===== src/rtl/mem_bus_arbiter_if.sv =====
// Bundle of requester-side and memory-side signals for mem_bus_arbiter.
// slave = arbiter view, master = requesters plus memory view.
interface mem_bus_arbiter_if #(
    parameter int ADDR_W = 16,
    parameter int DATA_W = 16
) ();
    logic              if_req;
    logic [ADDR_W-1:0] if_addr;
    logic              if_ack;
    logic [DATA_W-1:0] if_rdata;

    logic              d_req;
    logic [ADDR_W-1:0] d_addr;
    logic              d_rw;
    logic              d_byte;
    logic [DATA_W-1:0] d_wdata;
    logic              d_ack;
    logic [DATA_W-1:0] d_rdata;

    logic              mem_ena;
    logic              mem_rw;
    logic [ADDR_W-1:0] mem_addr;
    logic [1:0]        mem_be;
    logic [DATA_W-1:0] mem_wdata;
    logic [DATA_W-1:0] mem_rdata;
    logic              mem_ready;

    logic              busy;
    logic              bus_fault;

    modport slave (
        input  if_req, if_addr, d_req, d_addr, d_rw, d_byte, d_wdata,
        input  mem_rdata, mem_ready,
        output if_ack, if_rdata, d_ack, d_rdata,
        output mem_ena, mem_rw, mem_addr, mem_be, mem_wdata,
        output busy, bus_fault
    );

    modport master (
        output if_req, if_addr, d_req, d_addr, d_rw, d_byte, d_wdata,
        output mem_rdata, mem_ready,
        input  if_ack, if_rdata, d_ack, d_rdata,
        input  mem_ena, mem_rw, mem_addr, mem_be, mem_wdata,
        input  busy, bus_fault
    );
endinterface


===== src/rtl/mem_bus_arbiter.sv =====
// Single-port memory arbiter: data accesses win, a starve counter forces fetch progress.
// Optional BUS_TIMEOUT_EN adds an ACCESS watchdog that aborts with bus_fault.
module mem_bus_arbiter #(
    parameter int ADDR_W     = 16,
    parameter int DATA_W     = 16,
    parameter int MAX_STARVE = 4,
    parameter int TIMEOUT    = 64
) (
    input  logic               clk,
    input  logic               rst_n,
    mem_bus_arbiter_if.slave   bus
);

    typedef enum logic [1:0] {
        ST_IDLE   = 2'd0,
        ST_ACCESS = 2'd1,
        ST_RESP   = 2'd2
    } state_t;

    localparam int               SW            = $clog2(MAX_STARVE + 1);
    localparam logic [SW-1:0]    LP_MAX_STARVE = SW'(MAX_STARVE);
    localparam logic [ADDR_W-1:0] LP_WORD_MASK = ~ADDR_W'(1);

    state_t            r_state;
    logic [SW-1:0]     r_starve;
    logic              r_gnt_d;
    logic              r_d_byte;
    logic              r_d_lane;
    logic              r_mem_ena;
    logic              r_mem_rw;
    logic [ADDR_W-1:0] r_mem_addr;
    logic [1:0]        r_mem_be;
    logic [DATA_W-1:0] r_mem_wdata;
    logic              r_if_ack;
    logic              r_d_ack;
    logic [DATA_W-1:0] r_if_rdata;
    logic [DATA_W-1:0] r_d_rdata;
    logic              r_busy;

    logic              w_fetch_force;
    logic              w_gnt_fetch;
    logic              w_gnt_data;
    logic [SW-1:0]     w_starve_inc;
    logic [1:0]        w_byte_be;
    logic [DATA_W-1:0] w_byte_wdata;
    logic [DATA_W-1:0] w_byte_rdata;
    logic [DATA_W-1:0] w_d_rdata_next;
    logic              w_abort;

    // Fetch is forced only once data has been granted MAX_STARVE times in a row over it.
    assign w_fetch_force = bus.if_req && (r_starve == LP_MAX_STARVE);
    assign w_gnt_fetch   = bus.if_req && (!bus.d_req || w_fetch_force);
    assign w_gnt_data    = bus.d_req && !w_gnt_fetch;
    assign w_starve_inc  = (r_starve == LP_MAX_STARVE) ? r_starve : r_starve + SW'(1);

    assign w_byte_be      = bus.d_addr[0] ? 2'b10 : 2'b01;
    assign w_byte_wdata   = {(DATA_W/8){bus.d_wdata[7:0]}};
    assign w_byte_rdata   = r_d_lane ? {{(DATA_W-8){1'b0}}, bus.mem_rdata[15:8]}
                                     : {{(DATA_W-8){1'b0}}, bus.mem_rdata[7:0]};
    assign w_d_rdata_next = r_d_byte ? w_byte_rdata : bus.mem_rdata;

`ifdef BUS_TIMEOUT_EN
    localparam int            TW         = $clog2(TIMEOUT + 1);
    localparam logic [TW-1:0] LP_TO_LAST = TW'(TIMEOUT - 1);

    logic [TW-1:0] r_to_cnt;
    logic          r_bus_fault;

    assign w_abort       = !bus.mem_ready && (r_to_cnt == LP_TO_LAST);
    assign bus.bus_fault = r_bus_fault;
`else
    assign w_abort       = 1'b0;
    // No watchdog in this build, so no fault source exists.
    assign bus.bus_fault = (TIMEOUT < 0);
`endif

    always_ff @(posedge clk or negedge rst_n) begin
        if (!rst_n) begin
            r_state     <= ST_IDLE;
            r_starve    <= '0;
            r_gnt_d     <= 1'b0;
            r_d_byte    <= 1'b0;
            r_d_lane    <= 1'b0;
            r_mem_ena   <= 1'b0;
            r_mem_rw    <= 1'b0;
            r_mem_addr  <= '0;
            r_mem_be    <= 2'b00;
            r_mem_wdata <= '0;
            r_if_ack    <= 1'b0;
            r_d_ack     <= 1'b0;
            r_if_rdata  <= '0;
            r_d_rdata   <= '0;
            r_busy      <= 1'b0;
`ifdef BUS_TIMEOUT_EN
            r_to_cnt    <= '0;
            r_bus_fault <= 1'b0;
`endif
        end else begin
            r_if_ack <= 1'b0;
            r_d_ack  <= 1'b0;
`ifdef BUS_TIMEOUT_EN
            r_bus_fault <= 1'b0;
`endif
            case (r_state)
                ST_IDLE: begin
                    if (w_gnt_fetch || w_gnt_data) begin
                        r_state   <= ST_ACCESS;
                        r_busy    <= 1'b1;
                        r_mem_ena <= 1'b1;
                        r_gnt_d   <= w_gnt_data;
`ifdef BUS_TIMEOUT_EN
                        r_to_cnt  <= '0;
`endif
                        if (w_gnt_fetch) begin
                            r_starve   <= '0;
                            r_mem_rw   <= 1'b0;
                            r_mem_addr <= bus.if_addr & LP_WORD_MASK;
                            r_mem_be   <= 2'b11;
                        end else begin
                            if (bus.if_req) begin
                                r_starve <= w_starve_inc;
                            end
                            r_mem_rw <= bus.d_rw;
                            r_d_byte <= bus.d_byte;
                            r_d_lane <= bus.d_addr[0];
                            if (bus.d_byte) begin
                                r_mem_addr  <= bus.d_addr;
                                r_mem_be    <= w_byte_be;
                                r_mem_wdata <= w_byte_wdata;
                            end else begin
                                r_mem_addr  <= bus.d_addr & LP_WORD_MASK;
                                r_mem_be    <= 2'b11;
                                r_mem_wdata <= bus.d_wdata;
                            end
                        end
                    end
                end

                ST_ACCESS: begin
                    if (bus.mem_ready || w_abort) begin
                        r_state   <= ST_RESP;
                        r_mem_ena <= 1'b0;
`ifdef BUS_TIMEOUT_EN
                        r_bus_fault <= w_abort;
`endif
                        // Writes leave the previous read data visible on d_rdata.
                        if (r_gnt_d) begin
                            r_d_ack <= 1'b1;
                            if (w_abort) begin
                                r_d_rdata <= '1;
                            end else if (!r_mem_rw) begin
                                r_d_rdata <= w_d_rdata_next;
                            end
                        end else begin
                            r_if_ack   <= 1'b1;
                            r_if_rdata <= w_abort ? '1 : bus.mem_rdata;
                        end
                    end else begin
`ifdef BUS_TIMEOUT_EN
                        r_to_cnt <= r_to_cnt + TW'(1);
`endif
                    end
                end

                ST_RESP: begin
                    r_state <= ST_IDLE;
                    r_busy  <= 1'b0;
                end

                default: begin
                    r_state   <= ST_IDLE;
                    r_busy    <= 1'b0;
                    r_mem_ena <= 1'b0;
                end
            endcase
        end
    end

    assign bus.mem_ena   = r_mem_ena;
    assign bus.mem_rw    = r_mem_rw;
    assign bus.mem_addr  = r_mem_addr;
    assign bus.mem_be    = r_mem_be;
    assign bus.mem_wdata = r_mem_wdata;
    assign bus.if_ack    = r_if_ack;
    assign bus.d_ack     = r_d_ack;
    assign bus.if_rdata  = r_if_rdata;
    assign bus.d_rdata   = r_d_rdata;
    assign bus.busy      = r_busy;

endmodule

===== src/flat_wrapper.sv =====
// flat-port wrapper written by rule: the top's interface ports become plain ports
module mem_bus_arbiter_flat 
#(
    parameter int ADDR_W     = 16,
    parameter int DATA_W     = 16,
    parameter int MAX_STARVE = 4,
    parameter int TIMEOUT    = 64
)
  (clk, rst_n, bus_if_req, bus_if_addr, bus_d_req, bus_d_addr, bus_d_rw, bus_d_byte, bus_d_wdata, bus_mem_rdata, bus_mem_ready, bus_if_ack, bus_if_rdata, bus_d_ack, bus_d_rdata, bus_mem_ena, bus_mem_rw, bus_mem_addr, bus_mem_be, bus_mem_wdata, bus_busy, bus_bus_fault);
  mem_bus_arbiter_if #(.ADDR_W(ADDR_W), .DATA_W(DATA_W)) bus_i ();
  input  logic clk;
  input  logic rst_n;
  input wire logic [$bits(bus_i.if_req)-1:0] bus_if_req;
  input wire logic [$bits(bus_i.if_addr)-1:0] bus_if_addr;
  input wire logic [$bits(bus_i.d_req)-1:0] bus_d_req;
  input wire logic [$bits(bus_i.d_addr)-1:0] bus_d_addr;
  input wire logic [$bits(bus_i.d_rw)-1:0] bus_d_rw;
  input wire logic [$bits(bus_i.d_byte)-1:0] bus_d_byte;
  input wire logic [$bits(bus_i.d_wdata)-1:0] bus_d_wdata;
  input wire logic [$bits(bus_i.mem_rdata)-1:0] bus_mem_rdata;
  input wire logic [$bits(bus_i.mem_ready)-1:0] bus_mem_ready;
  output wire logic [$bits(bus_i.if_ack)-1:0] bus_if_ack;
  output wire logic [$bits(bus_i.if_rdata)-1:0] bus_if_rdata;
  output wire logic [$bits(bus_i.d_ack)-1:0] bus_d_ack;
  output wire logic [$bits(bus_i.d_rdata)-1:0] bus_d_rdata;
  output wire logic [$bits(bus_i.mem_ena)-1:0] bus_mem_ena;
  output wire logic [$bits(bus_i.mem_rw)-1:0] bus_mem_rw;
  output wire logic [$bits(bus_i.mem_addr)-1:0] bus_mem_addr;
  output wire logic [$bits(bus_i.mem_be)-1:0] bus_mem_be;
  output wire logic [$bits(bus_i.mem_wdata)-1:0] bus_mem_wdata;
  output wire logic [$bits(bus_i.busy)-1:0] bus_busy;
  output wire logic [$bits(bus_i.bus_fault)-1:0] bus_bus_fault;
  assign bus_i.if_req = bus_if_req;
  assign bus_i.if_addr = bus_if_addr;
  assign bus_i.d_req = bus_d_req;
  assign bus_i.d_addr = bus_d_addr;
  assign bus_i.d_rw = bus_d_rw;
  assign bus_i.d_byte = bus_d_byte;
  assign bus_i.d_wdata = bus_d_wdata;
  assign bus_i.mem_rdata = bus_mem_rdata;
  assign bus_i.mem_ready = bus_mem_ready;
  assign bus_if_ack = bus_i.if_ack;
  assign bus_if_rdata = bus_i.if_rdata;
  assign bus_d_ack = bus_i.d_ack;
  assign bus_d_rdata = bus_i.d_rdata;
  assign bus_mem_ena = bus_i.mem_ena;
  assign bus_mem_rw = bus_i.mem_rw;
  assign bus_mem_addr = bus_i.mem_addr;
  assign bus_mem_be = bus_i.mem_be;
  assign bus_mem_wdata = bus_i.mem_wdata;
  assign bus_busy = bus_i.busy;
  assign bus_bus_fault = bus_i.bus_fault;
  mem_bus_arbiter #(.ADDR_W(ADDR_W), .DATA_W(DATA_W), .MAX_STARVE(MAX_STARVE), .TIMEOUT(TIMEOUT)) u_core (.clk(clk), .rst_n(rst_n), .bus(bus_i));
endmodule

===== config.mk =====
export PLATFORM = sky130hd
export DESIGN_NAME = mem_bus_arbiter_flat
export DESIGN_NICKNAME = d
export VERILOG_FILES = /design/src/rtl/mem_bus_arbiter_if.sv /design/src/rtl/mem_bus_arbiter.sv /design/src/flat_wrapper.sv
export SDC_FILE = /design/constraint.sdc
export NUM_CORES = 1
export LEC_CHECK = 0
export ABC_AREA = 1
export BUFFER_PORTS_ARGS = -buffer_cell sky130_fd_sc_hd__buf_2
export CAP_MARGIN = 20
export CELL_PAD_IN_SITES_DETAIL_PLACEMENT = 0
export CELL_PAD_IN_SITES_GLOBAL_PLACEMENT = 1
export CORE_UTILIZATION = 35
export DETAILED_ROUTE_END_ITERATION = 16
export HOLD_SLACK_MARGIN = 0.02
export PLACE_DENSITY_LB_ADDON = 0.12
export RECOVER_POWER = 100
export SETUP_SLACK_MARGIN = 0.05
export SLEW_MARGIN = 20
export SYNTH_ARGS = -nofsm -noshare
export SYNTH_HDL_FRONTEND = slang
export SYNTH_SLANG_ARGS = --single-unit

===== constraint.sdc =====
create_clock -name clk -period 1.5 [get_ports clk]
set_input_delay 0.075 -clock clk [delete_from_list [all_inputs] [get_ports clk]]
set_output_delay 0.075 -clock clk [all_outputs]
set_load 0.01 [all_outputs]

* Word level (Yosys, flattened, before mapping) *
Index checks and enable logic that the tools add are counted.

operators by class
  add/sub/neg operators = 1
  bitwise gates (word level) = 5
  multiplexer cells = 25
  equality and inequality tests = 6
  reductions and logical operators = 17

operators with widths
  operator                                                                  count
  16-bit two-way mux                                                        3
  1-bit two-way mux                                                         10
  2-bit two-way mux                                                         5
  3-bit two-way mux                                                         3
  3-bit AND reduction                                                       3
  8-bit two-way mux                                                         1
  4-bit AND reduction                                                       2
  2-bit AND reduction                                                       3
  1-bit inverter                                                            5
  2-bit by 1-bit inequality test with 1-bit output (second input constant)  2
  2-bit one-hot mux with 2 select lines                                     1
  3-bit by 1-bit adder with 3-bit output (second input constant)            1
  3-bit == test (second input constant)                                     1
  1-bit logical AND                                                         3
  1-bit one-hot mux with 3 select lines                                     1
  2-bit by 1-bit == test with 1-bit output (second input constant)          1
  2-bit == test (second input constant)                                     1
  1-bit logical NOT                                                         2
  2-bit logical NOT                                                         1
  1-bit logical OR                                                          2
  2-bit inequality test (second input constant)                             1
  1-bit one-hot mux with 2 select lines                                     1
  2-bit nonzero test                                                        1

storage, ports and cells
  register bits = 79
  input port bits = 71
  output and inout bits = 72
  word-level logic and storage cells = 69

* Longest topological paths before layout *
Gate-level depths: netlist of run 1.

  depth in word-level cells = 9
  gate-level depth with buffers = 9

* Worst setup path before layout of run 1 *
OpenSTA, ideal clock, no wires.

  path kind = register -> register
  start point = register u_core.r_starve[0]
  end point = register u_core.r_d_lane
  buffers on the path = 1
  required time = 1.383 ns
  slack = 0.206 ns
  clock period less this slack = 1.294 ns
  data arrival time = 1.176 ns
  stages on the path, launching flop included = 10
  cell sequence = dfrtp_1 -> inv_1 -> ha_1 -> nand2_1 -> nand2_2 -> nand2_2 -> nand2_4 -> buf_6 -> nand2_1 -> o21ai_2

between the ends
  cells in the longest elaborated chain, start to end = 8
  elaborated cells on any way between the ends = 9
  classes of those cells = eq/ne (1); bitwise (1); reduce/logical (7)

RTL lines
  element                                 line                    RTL
  start, declared                         mem_bus_arbiter.sv:25   logic [SW-1:0] r_starve;
  start signal, assigned                  mem_bus_arbiter.sv:121  r_starve <= w_starve_inc;
  3-bit == test *                         mem_bus_arbiter.sv:51   assign w_fetch_force = bus.if_req && (r_starve == LP_MAX_STARVE);
  1-bit logical AND *                     mem_bus_arbiter.sv:51
  1-bit logical OR *                      mem_bus_arbiter.sv:52   assign w_gnt_fetch = bus.if_req && (!bus.d_req || w_fetch_force);
  1-bit logical AND *                     mem_bus_arbiter.sv:52
  1-bit logical NOT                       mem_bus_arbiter.sv:53   assign w_gnt_data = bus.d_req && !w_gnt_fetch;
  1-bit logical AND                       mem_bus_arbiter.sv:53
  1-bit logical OR                        mem_bus_arbiter.sv:106  if (w_gnt_fetch || w_gnt_data) begin
  3-bit AND reduction (no source line) *  n/a
  end signal, assigned                    mem_bus_arbiter.sv:125  r_d_lane <= bus.d_addr[0];
  end, declared                           mem_bus_arbiter.sv:28   logic r_d_lane;

Every way passes the cells marked *; elsewhere a longest branch is shown, timed or not.
A chain may end at the register's enable or synchronous reset.

* Worst setup path after layout of run 1 *
  start point = register u_core.r_starve[0]
  end point = register u_core.r_mem_wdata[9], in the netlist u_core.bus.mem_wdata[9]

between the ends
  cells in the longest elaborated chain, start to end = 8
  elaborated cells on any way between the ends = 9
  classes of those cells = eq/ne (1); bitwise (1); reduce/logical (7)

RTL lines
  element                                 line                    RTL
  3-bit == test *                         mem_bus_arbiter.sv:51
  1-bit logical AND *                     mem_bus_arbiter.sv:51
  1-bit logical OR *                      mem_bus_arbiter.sv:52
  1-bit logical AND *                     mem_bus_arbiter.sv:52
  1-bit logical NOT                       mem_bus_arbiter.sv:53
  1-bit logical AND                       mem_bus_arbiter.sv:53
  1-bit logical OR                        mem_bus_arbiter.sv:106
  3-bit AND reduction (no source line) *  n/a
  end signal, assigned                    mem_bus_arbiter.sv:129  r_mem_wdata <= w_byte_wdata;
  end signal, assigned                    mem_bus_arbiter.sv:133  r_mem_wdata <= bus.d_wdata;
  end, declared                           mem_bus_arbiter.sv:33   logic [DATA_W-1:0] r_mem_wdata;

Marks and branches as above.

==> report_table.html, run 1 <==
<table>
<tr><th>Metric</th><th>Value</th></tr>
<tr><th colspan="2">Critical path</th></tr>
<tr><td>Worst Setup Start Kind</td><td>flip-flop</td></tr>
<tr><td>Critical path endpoint category</td><td>flip-flop</td></tr>
<tr><td>Arrival time at the worst endpoint</td><td>1640 ps</td></tr>
<tr><td>Worst flop-to-flop path startpoint</td><td>u_core.r_starve[0]</td></tr>
<tr><td>Worst setup path class</td><td>reg2reg</td></tr>
<tr><td>Max Fanout on Critical Path</td><td>10</td></tr>
<tr><td>Required arrival time at the worst endpoint</td><td>~1800 ps</td></tr>
<tr><td>Critical path startpoint</td><td>u_core.r_starve[0]</td></tr>
<tr><th colspan="2">Synthesis</th></tr>
<tr><td>Count leader, synth</td><td>sky130_fd_sc_hd__nand2_1</td></tr>
<tr><td>Cell area after synthesis</td><td>3660 um^2</td></tr>
<tr><td>Unique cell type count in the Yosys netlist</td><td>24</td></tr>
<tr><td>Synthesized net count</td><td>518</td></tr>
<tr><td>Most numerous cell types in the synthesized netlist</td><td>sky130_fd_sc_hd__nand2_1, sky130_fd_sc_hd__dfrtp_1, sky130_fd_sc_hd__inv_1</td></tr>
<tr><td>Most used flip-flop cell after synthesis</td><td>sky130_fd_sc_hd__dfrtp_1</td></tr>
<tr><td>Post-synth top area share</td><td>54.0%</td></tr>
<tr><td>Share of synthesized area occupied by flip-flops and latches</td><td>54.0%</td></tr>
<tr><td>Cell count after synthesis</td><td>445</td></tr>
<tr><td>Synthesized area divided by synthesized cell count</td><td>8.22 um^2</td></tr>
<tr><td>Count of yosys warnings during synthesis</td><td>0</td></tr>
<tr><td>Synth area leader</td><td>sky130_fd_sc_hd__dfrtp_1</td></tr>
<tr><td>Number of synthesized flops with an enable pin</td><td>0</td></tr>
<tr><td>Share of async-settable or async-resettable flops after synthesis</td><td>100%</td></tr>
<tr><td>Ranking of synthesized cells by area</td><td>sky130_fd_sc_hd__dfrtp_1, sky130_fd_sc_hd__nand2_1, sky130_fd_sc_hd__inv_1</td></tr>
<tr><td>#FFs+latches synth</td><td>79</td></tr>
<tr><th colspan="2">Placement</th></tr>
<tr><td>Routability congestion estimate</td><td>approximately 0.8</td></tr>
<tr><td>Sum of net half-perimeters after detailed placement</td><td>6.64 mm</td></tr>
<tr><td>Post-detailed-placement cell area</td><td>4560 um^2</td></tr>
<tr><td>Number of I/O port buffers</td><td>140</td></tr>
<tr><th colspan="2">GRT</th></tr>
<tr><td>Wire length of the first global-routing pass</td><td>about 16 mm</td></tr>
<tr><td>Congestion Overflow GR</td><td>0</td></tr>
<tr><td>Vias in the first global route</td><td>3293</td></tr>
<tr><td>Global-route usage over all layers</td><td>between 10% and 20%</td></tr>
<tr><td>Initial antenna violation count</td><td>0</td></tr>
<tr><td>Maximum number of pins on one net before global-route repair</td><td>33</td></tr>
<tr><th colspan="2">Pwr</th></tr>
<tr><td>Static Leak</td><td>about 2.6 nW</td></tr>
<tr><td>Total power per unit cell area</td><td>1780 nW/um^2</td></tr>
<tr><td>Maximum resistive drop on vdd</td><td>slightly above 0.0007 V</td></tr>
<tr><th colspan="2">Timing</th></tr>
<tr><td>Setup skew after layout</td><td>10.3 ps</td></tr>
<tr><td>Slew at the pin with the worst max-slew slack</td><td>approximately 720 ps</td></tr>
<tr><td># setup viols final</td><td>0</td></tr>
<tr><td>Number of pins with negative max-slew slack in the final report</td><td>0</td></tr>
<tr><td>Shortest clock period the worst path allows after layout</td><td>1370 ps</td></tr>
<tr><td>Setup TNS after final layout</td><td>0 ps</td></tr>
<tr><td>Unrepaired setup endpoints after global routing</td><td>true</td></tr>
<tr><td>Final Cycle Share</td><td>91.4%</td></tr>
<tr><td>Fin. Hold Viols</td><td>0</td></tr>
<tr><td>Max Fclk</td><td>0.729 GHz</td></tr>
<tr><td>Worst slew margin relative to its limit</td><td>about half</td></tr>
<tr><th colspan="2">Drt</th></tr>
<tr><td>Number of nets with antenna violations after routing</td><td>0</td></tr>
<tr><td>Number of search-and-repair iterations in the first detailed-routing pass</td><td>4</td></tr>
<tr><td>Avg WL per Cell</td><td>about 12 um</td></tr>
<tr><td>Final WL</td><td>9.44 mm</td></tr>
<tr><td>DRC violation total after the first TritonRoute iteration</td><td>95</td></tr>
<tr><td>Remaining DRCs</td><td>0</td></tr>
<tr><td>Via density</td><td>4.47</td></tr>
<tr><td>Total vias in the final route</td><td>3384</td></tr>
<tr><th colspan="2">Clocking</th></tr>
<tr><td>Max Root-Sink Buffers</td><td>2</td></tr>
<tr><td>Reg clk slew, reported paths</td><td>80 ps</td></tr>
<tr><td>Total number of clock tree sinks</td><td>79</td></tr>
<tr><td>Clock tree root driver cell</td><td>sky130_fd_sc_hd__clkbuf_8</td></tr>
<tr><td>Num CTS Buffers</td><td>9</td></tr>
<tr><td>Clk Latency, worst-skew pair</td><td>350 ps</td></tr>
<tr><td>H-tree depth</td><td>3</td></tr>
<tr><td>CTS tree</td><td>done</td></tr>
<tr><th colspan="2">Final layout</th></tr>
<tr><td>Net count reported at finish</td><td>693</td></tr>
<tr><td>Number of fill cells in the layout</td><td>~1000</td></tr>
<tr><td>Fraction of layout cells with a size suffix above 1</td><td>a little under a fifth</td></tr>
<tr><td>Final cell area excluding filler cells</td><td>4930 um^2</td></tr>
<tr><td>Area growth, synth to finish</td><td>34.8%</td></tr>
<tr><td>Antenna Cells</td><td>0</td></tr>
<tr><th colspan="2">Hold path</th></tr>
<tr><td>Worst min-delay path class</td><td>in2reg</td></tr>
<tr><td>Hold path start</td><td>bus_d_addr[3]</td></tr>
<tr><th colspan="2">Floorplan</th></tr>
<tr><td>Die Y</td><td>104 um</td></tr>
<tr><td>Standard-cell row count</td><td>36</td></tr>
<tr><td>Die X</td><td>104 um</td></tr>
<tr><td>Starting density of the core</td><td>36.8%</td></tr>
<tr><td>Number of primary I/O pins</td><td>143</td></tr>
<tr><td>Area of the die</td><td>roughly 11000 um^2</td></tr>
<tr><td>Area of the core region</td><td>roughly 10000 um^2</td></tr>
<tr><th colspan="2">Job</th></tr>
<tr><td>Max-Cap Viols</td><td>0</td></tr>
<tr><th colspan="2">Run status</th></tr>
<tr><td>Run status</td><td>finished clean</td></tr>
</table>
==> registers in the layout, summed over array words and instances, names as in the netlist <==
signal / flops
u_core.r_gnt_d: 1
u_core.r_d_lane: 1
u_core.bus.d_ack: 1
u_core.bus.mem_addr: 16
u_core.bus.if_ack: 1
u_core.r_d_byte: 1
u_core.bus.mem_rw: 1
u_core.bus.mem_be: 2
u_core.r_state: 2
u_core.bus.mem_ena: 1
u_core.bus.mem_wdata: 16
u_core.bus.busy: 1
u_core.r_starve: 3
u_core.bus.d_rdata: 16
u_core.bus.if_rdata: 16
==> power by group <==
part	switching, mW	leakage, nW	total (mW)	internal, mW
Sequential	0.540	0.977	3.67	3.13
Clock	0.768	0.105	1.61	0.843
Combinational	2.21	1.55	3.52	1.31
Total	3.52	2.64	8.80	5.28
==> per-stage QoR <==
stage	util, %	std cells	total power [mW]	worst slack (ps)	hold WS, ps
floorplan	-	445	5.93	206	-221
global placement	45.8	710	7.44	170	36.1
detailed placement	45.8	710	7.52	143	38.6
CTS	50.9	756	9.23	113	20.4
global route	49.5	757	9.52	26.2	44.3
finish	49.5	757	8.80	129	27.3
==> layout make-up <==
class | instances | area, um^2 | area share (%)
clock buffer | 11 | 151 | 3.07
clock inverter | 4 | 45.0 | 0.913
inverter | 74 | 278 | 5.63
multi-input combinational | 270 | 1220 | 24.8
sequential | 79 | 1980 | 40.1
tap | 133 | 166 | 3.37
timing repair buffer | 186 | 1090 | 22.1
==> worst max-delay path, cell delays in order, from the launching register on <==
cell                        delay, ps
sky130_fd_sc_hd__dfrtp_1          350
sky130_fd_sc_hd__inv_1             60
sky130_fd_sc_hd__ha_1             200
sky130_fd_sc_hd__nand2_1           90
sky130_fd_sc_hd__nand2_2           60
sky130_fd_sc_hd__nand2_2          100
sky130_fd_sc_hd__nand2_4          110
sky130_fd_sc_hd__clkbuf_16        190
sky130_fd_sc_hd__o21ai_0          140
==> per-layer routing <==
layer | wire length [um] | track usage [%]
met4 | 182 | 7.45
met5 | 0 | 0
met3 | 480 | 3.63
met2 | 4400 | 30.1
met1 | 4380 | 22.5
==> what timing repair did <==
item,in CTS,in global routing
buffers inserted,0,0
hold buffers,31,0
setup endpoints to repair,0,4
hold endpoints to repair,99,0
resized for setup,0,0
==> logic make-up (layout without fill, tap and decap cells) <==
group                      after synthesis  in the layout  share of synthesized area (%)
xor gates and xnor gates                 1              1                          0.239
and+or+nand+nor                        201            201                           23.0
AOI/OAI and AO/OA                       65             65                           10.6
DFF                                     79             79                           54.0
buffers and inverters                   96            275                           11.4
adders and majority gates                2              2                          0.684
other                                    1              1                          0.102
==> worst paths after layout <==
kind / to / slack (ps) / depth (start not counted)
hold / removal: u_core.bus.mem_addr[3] / 30 / 5
max in group asynchronous: u_core.bus.if_rdata[1] / 300 / 3
setup / recovery: u_core.bus.mem_wdata[9] / 130 / 8
min in group asynchronous: u_core.bus.d_rdata[15] / 340 / 2
hold reg to reg: u_core.bus.if_rdata[0] / 480 / 2
setup reg to reg: u_core.bus.mem_wdata[9] / 130 / 8
==> layout by cell type (no fill, tap or decap), types with 2 or more instances in the layout <==
| cell type | instances |
|---|---|
| sky130_fd_sc_hd__dfrtp_1 | 79 |
| sky130_fd_sc_hd__dlygate4sd3_1 | 31 |
| sky130_fd_sc_hd__nand3_1 | 36 |
| sky130_fd_sc_hd__nand2_1 | 145 |
| sky130_fd_sc_hd__buf_4 | 7 |
| sky130_fd_sc_hd__o21ai_1 | 7 |
| sky130_fd_sc_hd__buf_12 | 3 |
| sky130_fd_sc_hd__nand2_2 | 4 |
| sky130_fd_sc_hd__clkbuf_2 | 2 |
| sky130_fd_sc_hd__clkinv_2 | 3 |
| sky130_fd_sc_hd__o21ai_0 | 49 |
| sky130_fd_sc_hd__o21ai_2 | 8 |
| sky130_fd_sc_hd__inv_2 | 2 |
| sky130_fd_sc_hd__clkbuf_1 | 71 |
| sky130_fd_sc_hd__inv_1 | 71 |
| sky130_fd_sc_hd__clkbuf_4 | 2 |
| sky130_fd_sc_hd__nor2_1 | 11 |
| sky130_fd_sc_hd__clkbuf_8 | 11 |
| sky130_fd_sc_hd__ha_1 | 2 |
| sky130_fd_sc_hd__buf_2 | 68 |
Power figures use the tool's default switching activity.
==> run 2: changes to the inputs <==
--- a/config.mk
+++ b/config.mk
@@ -5,12 +5,11 @@
 export SDC_FILE = /design/constraint.sdc
 export NUM_CORES = 1
 export LEC_CHECK = 0
-export ABC_AREA = 1
 export BUFFER_PORTS_ARGS = -buffer_cell sky130_fd_sc_hd__buf_2
 export CAP_MARGIN = 20
 export CELL_PAD_IN_SITES_DETAIL_PLACEMENT = 0
 export CELL_PAD_IN_SITES_GLOBAL_PLACEMENT = 1
-export CORE_UTILIZATION = 35
+export CORE_UTILIZATION = 37
 export DETAILED_ROUTE_END_ITERATION = 16
 export HOLD_SLACK_MARGIN = 0.02
 export PLACE_DENSITY_LB_ADDON = 0.12
==> report_table.html, run 2 <==
<table>
<tr><th>Metric</th><th>Value</th></tr>
<tr><th colspan="2">Drt</th></tr>
<tr><td>Final WL</td><td>between 9 and 10 mm</td></tr>
<tr><td>Remaining DRCs</td><td>0</td></tr>
<tr><td>DRC violation total after the first TritonRoute iteration</td><td>110</td></tr>
<tr><td>Via density</td><td>4.92</td></tr>
<tr><td>Number of search-and-repair iterations in the first detailed-routing pass</td><td>4</td></tr>
<tr><td>Avg WL per Cell</td><td>15.7 um</td></tr>
<tr><td>Number of nets with antenna violations after routing</td><td>0</td></tr>
<tr><td>Total vias in the final route</td><td>3102</td></tr>
<tr><th colspan="2">Final layout</th></tr>
<tr><td>Number of fill cells in the layout</td><td>around 900</td></tr>
<tr><td>Layout Utilization</td><td>58.5%</td></tr>
<tr><td>Multi-input logic area</td><td>1580 um^2</td></tr>
<tr><td>Leading cell type in the layout, fill and taps excluded</td><td>sky130_fd_sc_hd__dfrtp_1</td></tr>
<tr><td>Area growth, synth to finish</td><td>51.5%</td></tr>
<tr><td>Finished Layout Cells</td><td>631</td></tr>
<tr><td>Fraction of layout cells with a size suffix above 1</td><td>about two fifths</td></tr>
<tr><td>Highest-count cells in the layout ignoring fill and taps</td><td>sky130_fd_sc_hd__dfrtp_1, sky130_fd_sc_hd__clkbuf_1, sky130_fd_sc_hd__buf_2</td></tr>
<tr><td>Net count reported at finish</td><td>570</td></tr>
<tr><td>Combined flip-flop and latch cell area</td><td>1980 um^2</td></tr>
<tr><td>Antenna Cells</td><td>0</td></tr>
<tr><th colspan="2">Synthesis</th></tr>
<tr><td>Count leader, synth</td><td>sky130_fd_sc_hd__dfrtp_1</td></tr>
<tr><td>Most numerous cell types in the synthesized netlist</td><td>sky130_fd_sc_hd__dfrtp_1, sky130_fd_sc_hd__mux2_2, sky130_fd_sc_hd__inv_1</td></tr>
<tr><td>Count of yosys warnings during synthesis</td><td>0</td></tr>
<tr><td>Ranking of synthesized cells by area</td><td>sky130_fd_sc_hd__dfrtp_1, sky130_fd_sc_hd__mux2_2, sky130_fd_sc_hd__mux2_4</td></tr>
<tr><td>Synth area leader</td><td>sky130_fd_sc_hd__dfrtp_1</td></tr>
<tr><td>Synthesized area divided by synthesized cell count</td><td>between 10 and 15 um^2</td></tr>
<tr><td>Unique cell type count in the Yosys netlist</td><td>38</td></tr>
<tr><td>Number of synthesized flops with an enable pin</td><td>0</td></tr>
<tr><td>Share of async-settable or async-resettable flops after synthesis</td><td>100%</td></tr>
<tr><td>Cell count after synthesis</td><td>290</td></tr>
<tr><td>Synthesized net count</td><td>363</td></tr>
<tr><td>Share of synthesized area occupied by flip-flops and latches</td><td>54.7%</td></tr>
<tr><td>#FFs+latches synth</td><td>79</td></tr>
<tr><td>Most used flip-flop cell after synthesis</td><td>sky130_fd_sc_hd__dfrtp_1</td></tr>
<tr><td>Post-synth top area share</td><td>54.7%</td></tr>
<tr><td>Cell area after synthesis</td><td>3610 um^2</td></tr>
<tr><th colspan="2">Floorplan</th></tr>
<tr><td>Area of the die</td><td>10200 um^2</td></tr>
<tr><td>Die X</td><td>101 um</td></tr>
<tr><td>Standard-cell row count</td><td>35</td></tr>
<tr><td>Die Y</td><td>101 um</td></tr>
<tr><td>Area of the core region</td><td>around 9400 um^2</td></tr>
<tr><td>Number of primary I/O pins</td><td>143</td></tr>
<tr><td>Starting density of the core</td><td>between 30 and 40%</td></tr>
<tr><th colspan="2">GRT</th></tr>
<tr><td>Congestion Overflow GR</td><td>0</td></tr>
<tr><td>Wire length of the first global-routing pass</td><td>15.6 mm</td></tr>
<tr><td>Initial antenna violation count</td><td>0</td></tr>
<tr><td>Maximum number of pins on one net before global-route repair</td><td>80</td></tr>
<tr><td>Global-route usage over all layers</td><td>20.0%</td></tr>
<tr><td>Vias in the first global route</td><td>between 3000 and 4000</td></tr>
<tr><th colspan="2">Timing</th></tr>
<tr><td>Setup skew after layout</td><td>6.32 ps</td></tr>
<tr><td>Fin. Hold Viols</td><td>0</td></tr>
<tr><td>Final Cycle Share</td><td>96.6%</td></tr>
<tr><td>Shortest clock period the worst path allows after layout</td><td>1450 ps</td></tr>
<tr><td>Slew at the pin with the worst max-slew slack</td><td>1030 ps</td></tr>
<tr><td>PnR worst setup slack</td><td>51.0 ps</td></tr>
<tr><td># setup viols final</td><td>0</td></tr>
<tr><td>Unrepaired setup endpoints after global routing</td><td>true</td></tr>
<tr><td>Number of pins with negative max-slew slack in the final report</td><td>0</td></tr>
<tr><td>Setup TNS after final layout</td><td>0 ps</td></tr>
<tr><td>Max Fclk</td><td>0.690 GHz</td></tr>
<tr><td>Worst slew margin relative to its limit</td><td>31.1%</td></tr>
<tr><th colspan="2">Placement</th></tr>
<tr><td>Number of I/O port buffers</td><td>between 100 and 150</td></tr>
<tr><td>Number of cells in the design after placement</td><td>550</td></tr>
<tr><td>Routability congestion estimate</td><td>between 0.6 and 0.7</td></tr>
<tr><td>Pre-CTS worst setup slack</td><td>-46.9 ps</td></tr>
<tr><td>Sum of net half-perimeters after detailed placement</td><td>6.14 mm</td></tr>
<tr><th colspan="2">Clocking</th></tr>
<tr><td>H-tree depth</td><td>3</td></tr>
<tr><td>Clock tree root driver cell</td><td>sky130_fd_sc_hd__clkbuf_8</td></tr>
<tr><td>Max Root-Sink Buffers</td><td>2</td></tr>
<tr><td>Reg clk slew, reported paths</td><td>80 ps</td></tr>
<tr><td>Clk Latency, worst-skew pair</td><td>about 350 ps</td></tr>
<tr><td>Num CTS Buffers</td><td>9</td></tr>
<tr><td>Total number of clock tree sinks</td><td>79</td></tr>
<tr><td>CTS tree</td><td>done</td></tr>
<tr><th colspan="2">Pwr</th></tr>
<tr><td>Static Leak</td><td>2.48 nW</td></tr>
<tr><td>Power Total</td><td>10.4 mW</td></tr>
<tr><td>Maximum resistive drop on vdd</td><td>approximately 0.00080 V</td></tr>
<tr><td>Total power per unit cell area</td><td>~1900 nW/um^2</td></tr>
<tr><th colspan="2">Run status</th></tr>
<tr><td>Run status</td><td>finished clean</td></tr>
<tr><th colspan="2">Job</th></tr>
<tr><td>Max-Cap Viols</td><td>0</td></tr>
<tr><th colspan="2">Critical path</th></tr>
<tr><td>Critical path endpoint category</td><td>flip-flop</td></tr>
<tr><td>Max Fanout on Critical Path</td><td>6</td></tr>
<tr><td>Required arrival time at the worst endpoint</td><td>1730 ps</td></tr>
<tr><td>Worst Setup Start Kind</td><td>flip-flop</td></tr>
<tr><td>Arrival time at the worst endpoint</td><td>~1700 ps</td></tr>
<tr><td>Worst setup path class</td><td>reg2reg</td></tr>
<tr><th colspan="2">Hold path</th></tr>
<tr><td>Worst min-delay path class</td><td>in2reg</td></tr>
</table>
==> run 2: path summary, 6_finish.rpt <==
kind / from / endpoint / slack (ps) / cells after the start
min reg2reg: u_core.bus.mem_ena / u_core.bus.mem_ena / 480 / 2
max in group asynchronous: rst_n / u_core.r_state[1] / 260 / 3
min: bus_d_addr[12] / u_core.bus.mem_addr[12] / 30 / 3
max: u_core.r_state[0] / u_core.bus.mem_wdata[8] / 50 / 5
max reg2reg: u_core.r_state[0] / u_core.bus.mem_wdata[8] / 50 / 5
min in group asynchronous: rst_n / u_core.bus.mem_addr[9] / 540 / 3
==> run 2: repair_timing <==
action | CTS | global route
setup endpoints to repair | 38 | 47
endpoints found under the hold margin | 129 | 0
hold buffers | 47 | 0
cloned | 2 | 2
buffers inserted | 11 | 3
gates resized for setup | 11 | 22
pin swaps | 5 | 4
==> run 2: cell type report <==
cell class	instances	area share [%]
Sequential cell	79	36.1
Multi-Input combinational cell	162	28.8
Timing Repair Buffer	216	25.7
Tap cell	129	2.95
Clock buffer	10	2.33
Clock inverter	6	2.12
Inverter	29	1.99
==> run 2: kinds of logic after synthesis <==
family          share of synthesized area (%)
other cells                             0.104
flops                                    54.7
buf+inv                                  7.27
compound gates                           9.42
fa+ha+maj                               0.692
simple gates                             8.52
mux                                      19.3
==> run 2: per-layer routing <==
layer	track usage, %	share of wire [%]
met1	27.9	48
met2	30.6	45
met3	4.23	4.7
met4	7.47	1.6
met5	0	0
==> run 2: worst max-delay path, stage by stage (launching register included) <==
cell and delay (ps):
sky130_fd_sc_hd__dfrtp_2 460, sky130_fd_sc_hd__nor2_4 200, sky130_fd_sc_hd__buf_12 150, sky130_fd_sc_hd__nand3_4 80
sky130_fd_sc_hd__buf_6 150, sky130_fd_sc_hd__mux2_4 300
==> run 2: metrics by stage <==
stage	instance area [um^2]	hold slack [ps]
global placement	4550	141
CTS	5450	21.3
global route	5480	38.6
detailed placement	4550	140
floorplan	3690	-221
finish	5480	31.6
==> run 2: where the power goes <==
part,switching [mW],internal (mW)
logic,2.34,2.44
registers,0.566,3.14
clock network,0.815,1.12
total,3.72,6.70
==> run 3: changes to the inputs <==
--- a/config.mk
+++ b/config.mk
@@ -9,8 +9,11 @@
 export CAP_MARGIN = 20
 export CELL_PAD_IN_SITES_DETAIL_PLACEMENT = 0
 export CELL_PAD_IN_SITES_GLOBAL_PLACEMENT = 1
+export CORE_ASPECT_RATIO = 0.75
 export CORE_UTILIZATION = 37
+export CTS_CLUSTER_DIAMETER = 60
 export DETAILED_ROUTE_END_ITERATION = 16
+export GPL_ROUTABILITY_DRIVEN = 1
 export HOLD_SLACK_MARGIN = 0.02
 export PLACE_DENSITY_LB_ADDON = 0.12
 export RECOVER_POWER = 100
==> report_table.html, run 3 (same netlist as run 2, synthesis figures left out) <==
<table>
<tr><th>Metric</th><th>Value</th></tr>
<tr><th colspan="2">Critical path</th></tr>
<tr><td>Worst Setup Start Kind</td><td>flip-flop</td></tr>
<tr><td>Critical path endpoint category</td><td>flip-flop</td></tr>
<tr><td>Required arrival time at the worst endpoint</td><td>roughly 1700 ps</td></tr>
<tr><td>Max Fanout on Critical Path</td><td>8</td></tr>
<tr><td>Setup slack of the worst register-to-register path</td><td>50 ps</td></tr>
<tr><td>Arrival time at the worst endpoint</td><td>around 1700 ps</td></tr>
<tr><td>Worst setup path class</td><td>reg2reg</td></tr>
<tr><th colspan="2">Clocking</th></tr>
<tr><td>Num CTS Buffers</td><td>9</td></tr>
<tr><td>CTS tree</td><td>done</td></tr>
<tr><td>Total number of clock tree sinks</td><td>79</td></tr>
<tr><td>Clock tree root driver cell</td><td>sky130_fd_sc_hd__clkbuf_16</td></tr>
<tr><td>H-tree depth</td><td>3</td></tr>
<tr><td>Max Root-Sink Buffers</td><td>2</td></tr>
<tr><td>Reg clk slew, reported paths</td><td>60 ps</td></tr>
<tr><td>Clk Latency, worst-skew pair</td><td>about 330 ps</td></tr>
<tr><th colspan="2">Drt</th></tr>
<tr><td>Avg WL per Cell</td><td>approximately 16 um</td></tr>
<tr><td>Final WL</td><td>9.75 mm</td></tr>
<tr><td>Number of nets with antenna violations after routing</td><td>0</td></tr>
<tr><td>Number of search-and-repair iterations in the first detailed-routing pass</td><td>6</td></tr>
<tr><td>Via density</td><td>4.89</td></tr>
<tr><td>Total vias in the final route</td><td>3013</td></tr>
<tr><td>DRC violation total after the first TritonRoute iteration</td><td>181</td></tr>
<tr><td>Remaining DRCs</td><td>0</td></tr>
<tr><th colspan="2">Timing</th></tr>
<tr><td>Shortest clock period the worst path allows after layout</td><td>1450 ps</td></tr>
<tr><td>Max Fclk</td><td>0.689 GHz</td></tr>
<tr><td>Fin. Hold Viols</td><td>0</td></tr>
<tr><td>Unrepaired setup endpoints after global routing</td><td>true</td></tr>
<tr><td>Slew at the pin with the worst max-slew slack</td><td>1020 ps</td></tr>
<tr><td>Number of pins with negative max-slew slack in the final report</td><td>0</td></tr>
<tr><td># setup viols final</td><td>0</td></tr>
<tr><td>Final hold slack</td><td>~36 ps</td></tr>
<tr><td>Worst slew margin relative to its limit</td><td>32.1%</td></tr>
<tr><td>Setup skew after layout</td><td>5.65 ps</td></tr>
<tr><td>Final Cycle Share</td><td>96.8%</td></tr>
<tr><td>PnR worst setup slack</td><td>48.7 ps</td></tr>
<tr><th colspan="2">Floorplan</th></tr>
<tr><td>Number of primary I/O pins</td><td>143</td></tr>
<tr><td>Standard-cell row count</td><td>30</td></tr>
<tr><td>Area of the core region</td><td>just over 9000 um^2</td></tr>
<tr><td>Starting density of the core</td><td>39.0%</td></tr>
<tr><td>Die Y</td><td>approximately 90 um</td></tr>
<tr><td>Area of the die</td><td>10200 um^2</td></tr>
<tr><td>Die X</td><td>116 um</td></tr>
<tr><th colspan="2">GRT</th></tr>
<tr><td>Vias in the first global route</td><td>2895</td></tr>
<tr><td>Initial antenna violation count</td><td>0</td></tr>
<tr><td>Wire length of the first global-routing pass</td><td>~15 mm</td></tr>
<tr><td>Global-route usage over all layers</td><td>19.7%</td></tr>
<tr><td>Maximum number of pins on one net before global-route repair</td><td>80</td></tr>
<tr><td>Congestion Overflow GR</td><td>0</td></tr>
<tr><th colspan="2">Final layout</th></tr>
<tr><td>Net count reported at finish</td><td>roughly 560</td></tr>
<tr><td>Fraction of layout cells with a size suffix above 1</td><td>37.5%</td></tr>
<tr><td>Antenna Cells</td><td>0</td></tr>
<tr><td>Area growth, synth to finish</td><td>47.4%</td></tr>
<tr><td>Layout Utilization</td><td>57.5%</td></tr>
<tr><td>Leading cell type in the layout, fill and taps excluded</td><td>sky130_fd_sc_hd__dfrtp_1</td></tr>
<tr><td>Highest-count cells in the layout ignoring fill and taps</td><td>sky130_fd_sc_hd__dfrtp_1, sky130_fd_sc_hd__clkbuf_1, sky130_fd_sc_hd__buf_2</td></tr>
<tr><td>Final cell area excluding filler cells</td><td>5330 um^2</td></tr>
<tr><th colspan="2">Pwr</th></tr>
<tr><td>Total power per unit cell area</td><td>1930 nW/um^2</td></tr>
<tr><td>Static Leak</td><td>2.43 nW</td></tr>
<tr><td>Maximum resistive drop on vdd</td><td>0.000872 V</td></tr>
<tr><th colspan="2">Placement</th></tr>
<tr><td>Post-detailed-placement cell area</td><td>4520 um^2</td></tr>
<tr><td>Sum of net half-perimeters after detailed placement</td><td>5.98 mm</td></tr>
<tr><td>Pre-CTS worst setup slack</td><td>-57.3 ps</td></tr>
<tr><td>Routability congestion estimate</td><td>0.737</td></tr>
<tr><td>Number of I/O port buffers</td><td>140</td></tr>
<tr><th colspan="2">Hold path</th></tr>
<tr><td>Worst min-delay path class</td><td>in2reg</td></tr>
<tr><th colspan="2">Job</th></tr>
<tr><td>Max-Cap Viols</td><td>0</td></tr>
<tr><th colspan="2">Run status</th></tr>
<tr><td>Run status</td><td>finished clean</td></tr>
</table>
-- run 3: area by class of cell --
type / instances / area (um^2)
well taps: 128 / 160
clock buffers: 13 / 250
flip-flops and latches: 79 / 1980
inverters: 29 / 109
fillers: 872 / 3940
multi-input cells: 162 / 1550
clock inverters: 3 / 42.5
repair buffers: 202 / 1240
-- run 3: final timing paths --
check	to	from	cells after the start
worst min register to register	u_core.bus.if_rdata[6]	u_core.bus.if_rdata[6]	1
worst max-delay path	u_core.bus.if_rdata[9]	u_core.r_state[1]	3
worst max register to register	u_core.bus.if_rdata[9]	u_core.r_state[1]	3
max in group asynchronous	u_core.r_state[1]	rst_n	3
worst min-delay path	u_core.bus.mem_addr[4]	bus_if_addr[4]	3
min in group asynchronous	u_core.bus.mem_addr[1]	rst_n	3
-- run 3: power by group --
part           total [mW]  switching (mW)  leakage [nW]  internal [mW]
sequential           3.71           0.561         0.953           3.15
combinational        4.42            2.24          1.34           2.18
clock                2.16           0.827         0.140           1.33
total                10.3            3.62          2.43           6.67
-- run 3: metal layers --
| layer | vias to the layer above | track usage [%] | share of wire [%] | wire (um) |
|---|---|---|---|---|
| met5 | - | 0 | 0 | 0 |
| met4 | 0 | 6.06 | 0.96 | 94 |
| met3 | 9 | 5.88 | 5.5 | 538 |
| met2 | 93 | 30.0 | 46 | 4440 |
| met1 | 1471 | 27.1 | 48 | 4680 |
| li1 | 1440 | - | - | - |
-- run 3: per-stage QoR --
stage	total power [mW]	std cells	setup TNS [ps]
3_5_place_dp	7.90	548	-920
6_report	10.3	616	0
5_1_grt	11.0	616	0
3_3_place_gp	7.82	548	0
4_1_cts	10.4	612	0
2_1_floorplan	6.32	290	0
-- run 3: worst max-delay path, stage by stage (launching register included) --
cell and delay [ps]:
sky130_fd_sc_hd__dfrtp_2 450, sky130_fd_sc_hd__and3b_2 300, sky130_fd_sc_hd__and2_4 270, sky130_fd_sc_hd__mux2_4 320
-- run 3: timing repair --
action	CTS	global route
pin swaps	4	1
setup endpoints to repair	45	56
hold endpoints to repair	128	0
buffers inserted	4	2
gates resized for setup	7	26
hold buffers	42	0
gates cloned	2	2
